==> src/rtl/vga_stream_sink.sv <==
// vga_stream_sink: consumes {rgb, frame_start} words and replays them on a free-running VGA raster.
// Latency: a pushed word reaches the FIFO head 1 clk later; hsync/vsync/rgb register on the pixel tick.
// Backpressure: si_ready = !full; drains one word per clk while seeking, one per visible tick in RUN.
// Ports: clk, reset (sync, active-high); si_data/si_valid/si_ready stream input, si_data[0] = frame_start;
//        err_clr clears the sticky underflow/misalign flags; hsync/vsync active-low; rgb blanked to 0;
//        locked high while replaying. Raster geometry parameters default to 640x480 @ 800x525.

// Small first-word-fall-through FIFO: head_dat shows the oldest word whenever !empty.
module vga_stream_sink_fifo #(
  parameter int W  = 13,
  parameter int AW = 4
) (
  input  logic         clk,
  input  logic         reset,
  input  logic         push,
  input  logic [W-1:0] push_dat,
  input  logic         pop,
  output logic [W-1:0] head_dat,
  output logic         empty,
  output logic         full
);
  localparam int DEPTH = 1 << AW;

  logic [W-1:0]  mem [DEPTH];
  logic [AW-1:0] wr_ptr;
  logic [AW-1:0] rd_ptr;
  logic [AW:0]   count;

  always_ff @(posedge clk) begin
    if (reset) begin
      wr_ptr <= '0;
      rd_ptr <= '0;
      count  <= '0;
    end else begin
      if (push) wr_ptr <= wr_ptr + 1'b1;
      if (pop)  rd_ptr <= rd_ptr + 1'b1;
      case ({push, pop})
        2'b10:   count <= count + 1'b1;
        2'b01:   count <= count - 1'b1;
        default: ;
      endcase
    end
  end

  always_ff @(posedge clk) begin
    if (push) mem[wr_ptr] <= push_dat;
  end

  assign head_dat = mem[rd_ptr];
  assign empty    = (count == '0);
  assign full     = (count == (AW+1)'(DEPTH));
endmodule

module vga_stream_sink #(
  parameter int CD      = 12,
  parameter int DIV     = 4,
  parameter int FIFO_AW = 4,
  parameter int H_VIS   = 640,
  parameter int H_FP    = 16,
  parameter int H_SYNC  = 96,
  parameter int H_BP    = 48,
  parameter int V_VIS   = 480,
  parameter int V_FP    = 10,
  parameter int V_SYNC  = 2,
  parameter int V_BP    = 33
) (
  input  logic          clk,
  input  logic          reset,
  input  logic [CD:0]   si_data,
  input  logic          si_valid,
  output logic          si_ready,
  input  logic          err_clr,
  output logic          hsync,
  output logic          vsync,
  output logic [CD-1:0] rgb,
  output logic          locked,
  output logic          underflow,
  output logic          misalign
);
  localparam int H_TOT = H_VIS + H_FP + H_SYNC + H_BP;
  localparam int V_TOT = V_VIS + V_FP + V_SYNC + V_BP;
  localparam int HW    = $clog2(H_TOT);
  localparam int VW    = $clog2(V_TOT);
  localparam int TW    = $clog2(DIV);

  localparam logic [HW-1:0] H_MAX   = HW'(H_TOT - 1);
  localparam logic [HW-1:0] H_VISL  = HW'(H_VIS);
  localparam logic [HW-1:0] HS_BEG  = HW'(H_VIS + H_FP);
  localparam logic [HW-1:0] HS_END  = HW'(H_VIS + H_FP + H_SYNC - 1);
  localparam logic [VW-1:0] V_MAX   = VW'(V_TOT - 1);
  localparam logic [VW-1:0] V_VISL  = VW'(V_VIS);
  localparam logic [VW-1:0] VS_BEG  = VW'(V_VIS + V_FP);
  localparam logic [VW-1:0] VS_END  = VW'(V_VIS + V_FP + V_SYNC - 1);
  localparam logic [TW-1:0] TICK_LAST = TW'(DIV - 1);

  typedef enum logic [1:0] {SEEK, WAIT_TOP, RUN} state_t;

  state_t        state, state_nxt;
  logic [TW-1:0] tick_cnt;
  logic          tick;
  logic [HW-1:0] h, h_nxt;
  logic [VW-1:0] v, v_nxt;
  logic          vis_nxt, origin_nxt, hs_nxt, vs_nxt;
  logic          rdy_en, push, pop, empty, full;
  logic [CD:0]   head;
  logic          head_start;
  logic [CD-1:0] head_rgb;
  logic [CD-1:0] pix_rgb;
  logic          set_uf, set_ma;

  // Holds si_ready low during reset and releases it on the first edge after.
  always_ff @(posedge clk) rdy_en <= !reset;

  assign si_ready   = rdy_en && !full;
  assign push       = si_valid && si_ready;
  assign head_start = head[0];
  assign head_rgb   = head[CD:1];
  assign locked     = (state == RUN);

  vga_stream_sink_fifo #(.W(CD + 1), .AW(FIFO_AW)) u_fifo (
    .clk      (clk),
    .reset    (reset),
    .push     (push),
    .push_dat (si_data),
    .pop      (pop),
    .head_dat (head),
    .empty    (empty),
    .full     (full)
  );

  // Pixel tick divider.
  assign tick = (tick_cnt == TICK_LAST);

  always_ff @(posedge clk) begin
    if (reset)     tick_cnt <= '0;
    else if (tick) tick_cnt <= '0;
    else           tick_cnt <= tick_cnt + 1'b1;
  end

  // Raster position the next tick moves to; every pixel decision is made against it
  // so the registered outputs line up with the position the counters land on.
  always_comb begin
    h_nxt = h + 1'b1;
    v_nxt = v;
    if (h == H_MAX) begin
      h_nxt = '0;
      v_nxt = (v == V_MAX) ? '0 : v + 1'b1;
    end
  end

  assign vis_nxt    = (h_nxt < H_VISL) && (v_nxt < V_VISL);
  assign origin_nxt = (h_nxt == '0) && (v_nxt == '0);
  assign hs_nxt     = !((h_nxt >= HS_BEG) && (h_nxt <= HS_END));
  assign vs_nxt     = !((v_nxt >= VS_BEG) && (v_nxt <= VS_END));

  // FSM state register.
  always_ff @(posedge clk) begin
    if (reset) state <= SEEK;
    else       state <= state_nxt;
  end

  // FSM next state.
  always_comb begin
    state_nxt = state;
    case (state)
      SEEK:     if (!empty && head_start) state_nxt = WAIT_TOP;
      WAIT_TOP: if (tick && origin_nxt)   state_nxt = RUN;
      RUN:      if (tick && vis_nxt && (empty || (head_start != origin_nxt))) state_nxt = SEEK;
      default:  state_nxt = SEEK;
    endcase
  end

  // FSM outputs: FIFO pop, pixel colour for the coming tick, error set strobes.
  // WAIT_TOP is only entered with a start word at the head, so its pop is never on empty.
  always_comb begin
    pop     = 1'b0;
    pix_rgb = '0;
    set_uf  = 1'b0;
    set_ma  = 1'b0;
    case (state)
      SEEK: pop = !empty && !head_start;
      WAIT_TOP: begin
        if (tick && origin_nxt) begin
          pop     = 1'b1;
          pix_rgb = head_rgb;
        end
      end
      RUN: begin
        if (tick && vis_nxt) begin
          if (empty) begin
            set_uf = 1'b1;
          end else if (head_start != origin_nxt) begin
            // A stray start word stays at the head so SEEK can relock on it directly.
            set_ma = 1'b1;
            pop    = !head_start;
          end else begin
            pop     = 1'b1;
            pix_rgb = head_rgb;
          end
        end
      end
      default: ;
    endcase
  end

  always_ff @(posedge clk) begin
    if (reset) begin
      h     <= '0;
      v     <= '0;
      hsync <= 1'b1;
      vsync <= 1'b1;
      rgb   <= '0;
    end else if (tick) begin
      h     <= h_nxt;
      v     <= v_nxt;
      hsync <= hs_nxt;
      vsync <= vs_nxt;
      rgb   <= pix_rgb;
    end
  end

  // Sticky flags: a new error wins over a clear in the same cycle.
  always_ff @(posedge clk) begin
    if (reset) begin
      underflow <= 1'b0;
      misalign  <= 1'b0;
    end else begin
      if (set_uf)       underflow <= 1'b1;
      else if (err_clr) underflow <= 1'b0;
      if (set_ma)       misalign  <= 1'b1;
      else if (err_clr) misalign  <= 1'b0;
    end
  end
endmodule

==> config.mk <==
export PLATFORM = sky130hd
export DESIGN_NAME = vga_stream_sink
export DESIGN_NICKNAME = d
export VERILOG_FILES = /design/src/rtl/vga_stream_sink.sv
export SDC_FILE = /design/constraint.sdc
export NUM_CORES = 1
export LEC_CHECK = 0
export BUFFER_PORTS_ARGS = -buffer_cell sky130_fd_sc_hd__buf_2
export CORE_AREA = 2 2 138 140
export DETAILED_ROUTE_END_ITERATION = 12
export DIE_AREA = 0 0 140 142
export PLACE_DENSITY_LB_ADDON = 0.2
export SLEW_MARGIN = 20
export SYNTH_ARGS = -nofsm -noshare
export SYNTH_HDL_FRONTEND = slang
export SYNTH_SLANG_ARGS = --single-unit
==> constraint.sdc <==
create_clock -name clk -period 6.15 [get_ports clk]
set_input_delay 1.23 -clock clk [delete_from_list [all_inputs] [get_ports clk]]
set_output_delay 1.23 -clock clk [all_outputs]
set_load 0.01 [all_outputs]
==> run summary <==
Between clock sinks in the finished design, the worst skew comes to ~0.027 ns. In this run the most critical hold path is launched from tick_cnt[0]. For this run, the detailed router's first-pass iteration total came to 7. The tightest min-delay check is of the register to register type. The number of global-route vias before repair was ~6,300. The post-synthesis instance total came out at slightly below 700. Of the total power, the clock network draws 0.381. The maximum root-to-sink buffer count came out at 3. Relative to the synthesized area, the layout overhead comes to 11.8%. The number of library cell types mapped by synthesis came out at 66.

The chip height is approximately 140 um. The HPWL reported at the end of detailed placement is around 14,000 um. The cell area power density is 322 nW/um^2. The wire length reported by the detailed router came out at between 20,000 and 25,000 um. The run finished with clean final reports. The critical-path maximum fanout is 11. The startpoint-to-endpoint class of the critical path is register to register.

The number of antenna violations at the first check in global routing is 0. The number of flops mapped to enable cells by yosys is around 210. For hold timing, the worst endpoint is tick_cnt[0].

The vias per cell came out at 6.38. The normalized max-slew margin is 0.261. The peak per-stage delay on the critical path is around 0.67 ns. Summed over all failing endpoints, the final setup total negative slack is 0 ns. The count of endpoints failing hold in the final timing report is 0. The post-layout net count came out at a little under 800. The clock latency reported for the late side of the worst-skew pair came out at around 0.55 ns. Among all stages on the critical path, the largest delay is contributed by sky130_fd_sc_hd__or4b_2. The length in cells of the worst reg-to-reg path is 20. In this run, the number of DRC markers left after iteration 0 of detailed routing was 483.

The number of nets in the synthesized netlist is about 730. The post-synthesis cell area came out at 11,200 um^2. Setup violations remaining at the end of the flow were counted as 0. The share of flip-flops with an asynchronous set or reset after synthesis is 0.

The area share of the leading cell type in the synthesized netlist came out at 0.558. The die covers between 15,000 and 20,000 um^2. The number of diodes added for antenna fixing came out at 0. The hold buffer count at cts is 0. During I/O placement, the number of pins put on the boundary was 35. The worst path setup slack after routing came out at 0.454 ns.

Setup repair after global routing left no endpoint under its margin. The net switching fraction of the power came out at 0.235. The relative contribution of sequential cells to total power is 0.498. The share of the Yosys chip area taken by registers is 0.661. The starting utilization of the core area is 0.607.

The most frequent cell after synthesis is sky130_fd_sc_hd__edfxtp_1. For this run the aggregate overflow at the end of global routing stands at 0. Entering global routing, the biggest net connects 47 pins. In the final layout, the share of cells above drive strength 1 is 0.229.

The final critical delay including setup and external delays is 5.70 ns. The static leakage is just over 0.004 uW. In this run the remaining antenna-violating nets after routing total 0. The data arrival time of the critical path came out at 6.15 ns.

The cell family contributing the most delay on the critical path is simple AND/OR/NAND/NOR gates. The reported net switching power came out at between 900 and 1000 uW. CTS built an H-tree with a depth of 1. The internal power contribution is 3090 uW. The wire length of the first global-routing pass came out at approximately 36,000 um.

The number of CTS-inserted buffers came out at 28. The weighted congestion reported at the end of routability-driven placement came out at 0.890. The reg-to-reg startpoint is h[0]. The worst setup path is launched from a register.

The count of pins over their slew limit was 0. The overall routing resource usage came out at 0.239. The max-capacitance violation count came out at 0. The area inside the core boundary came out at 18,500 um^2. TritonCTS built the clock tree. The post-synthesis sequential element count is about 270. The post-route DRC violation count is 0.

Across the VDD grid, the largest voltage drop is around 0.26 mV. The detailed router placed ~6,400 vias in this run. Ranked by instance count, the synthesized netlist is headed by 208 x sky130_fd_sc_hd__edfxtp_1, 65 x sky130_fd_sc_hd__mux4_2, 58 x sky130_fd_sc_hd__dfxtp_1. The cell type with the highest aggregate area in the netlist is sky130_fd_sc_hd__edfxtp_1.

The count of warnings emitted by yosys is 0. Clock tree synthesis selected as its root buffer the cell sky130_fd_sc_hd__clkbuf_16. The maximum clock frequency came out at 176 MHz.

The actual slew at the worst max-slew pin came out at between 1 and 1.5 ns. The worst setup path is captured at a register. The horizontal die dimension is around 140 um. Data on the critical path is required at its endpoint by approximately 6.6 ns. The final clock period utilization by the worst path came out at 0.926. The endpoint identified for the worst register-to-register timing path is u_fifo.count[4].

After detailed routing, the average wire length per cell comes to ~24 um. The clock slew at the register clock pins of the worst setup and hold paths is 0.06 ns. The buffering stage count on the worst path with inverters included is 3. The cell count of the worst hold path is 1. Dividing the synthesized area by the synthesized cell count gives between 15 and 20 um^2. Traced cell by cell, the critical path runs through ha_1 > nand4_1 > or3_1 > a221oi_4 > and4_1 > and4_4 > inv_1 > ha_1 > or4b_2 > or3_1 > nand2_1 > ha_1 > inv_1 > fa_1 > inv_1 > a21o_1 > a21oi_1 > xnor2_1 > or3_1 > a21oi_1. The number of clock sinks came out at roughly 270.

The setup slack at placement came out at roughly 0.29 ns. The worst reg-to-reg setup slack is between 0.4 and 0.5 ns. By area the synthesized netlist is led by sky130_fd_sc_hd__edfxtp_1 56%, sky130_fd_sc_hd__mux4_2 13%, sky130_fd_sc_hd__dfxtp_1 10%, sky130_fd_sc_hd__ha_1 2.2%, sky130_fd_sc_hd__nor2_1 1.8%. Of the total power, combinational logic draws 0.121. During placement, the flow inserted port buffers numbering 34. In this run the core area contains 50 standard-cell rows.

In the synthesized netlist the dominant register cell turns out to be sky130_fd_sc_hd__edfxtp_1.
## cell type report
cell class | count | area, um^2
Clock inverter | 15 | 113
Fill cell | 1212 | 5930
Inverter | 20 | 75.1
Tap cell | 234 | 293
Clock buffer | 37 | 734
Sequential cell | 266 | 7410
Multi-Input combinational cell | 368 | 3570
Timing Repair Buffer | 55 | 328
## power by group through the flow
stage | Sequential (uW) | Combinational [uW] | Clock [uW]
floorplan | 2030 | 384 | 0
global placement | 2040 | 465 | 0
detailed placement | 2050 | 486 | 0
CTS | 2010 | 489 | 1560
global route | 2010 | 531 | 1630
finish | 2010 | 487 | 1540
## flip-flops by register name, summed over array words and instances (netlist names), named ones only
register / cells
state: 2
u_fifo.count: 5
v: 10
underflow: 1
misalign: 1
vsync: 1
hsync: 1
tick_cnt: 2
u_fifo.rd_ptr: 4
h: 10
rgb: 12
u_fifo.mem: 208
rdy_en: 1
u_fifo.wr_ptr: 4
## layout by cell type, fill, tap and decap left out, drive strengths merged, types with 4 or more instances in the layout
cell,instances
mux4,65
clkinv,14
clkbuf,37
and3,4
nor4,8
xnor2,10
and2,6
and4,4
nand4,9
nand2,24
ha,20
nand3,12
nor3,16
dfxtp,58
inv,20
or3,9
nand2b,5
a211oi,4
edfxtp,208
a21oi,22
a32o,12
buf,55
nor2b,5
a311oi,5
xor2,11
o21ai,14
nor2,54
## cell families (layout without fill, tap and decap cells)
logic type / after synthesis / count (layout) / synth area share
fa+ha+maj: 21 / 21 / 0.0241
xor+xnor: 21 / 21 / 0.0164
flops: 266 / 266 / 0.661
simple gates: 169 / 169 / 0.0804
compound gates: 87 / 87 / 0.0577
buf+inv: 62 / 127 / 0.0241
mux: 70 / 70 / 0.136
## worst max path at each step
stage / end / from / slack [ns] / cells after the start
2_1_floorplan: u_fifo.count[4] / h[1] / 1.26 / 21
3_3_place_gp: u_fifo.count[4] / h[0] / 0.54 / 19
3_5_place_dp: u_fifo.count[4] / h[0] / 0.29 / 19
4_1_cts: u_fifo.count[4] / h[0] / 0.24 / 19
5_1_grt: u_fifo.count[4] / h[1] / 0.09 / 19
6_report: u_fifo.count[4] / h[0] / 0.45 / 20
## stage by stage
stage	hold slack, ns	power [uW]	instances	util	cell area [um^2]
after floorplan	0.404	2410	696	-	11200
after global placement	0.414	2510	940	0.631	11700
after detailed placement	0.428	2530	940	0.631	11700
after CTS	0.436	4060	992	0.677	12500
after global routing	0.448	4180	995	0.679	12500
final	0.430	4030	995	0.679	12500
## routing by layer
layer  part of all wire  GRT usage
met5                  0          0
met2               0.49      0.399
met1               0.43      0.341
met4              0.019     0.0665
met3              0.061     0.0316
## what timing repair did
action | CTS | global route
setup endpoints to repair | 0 | 1
gates resized for setup | 0 | 1
setup buffers | 0 | 3
Note: power is estimated with default switching activity, not from simulation.
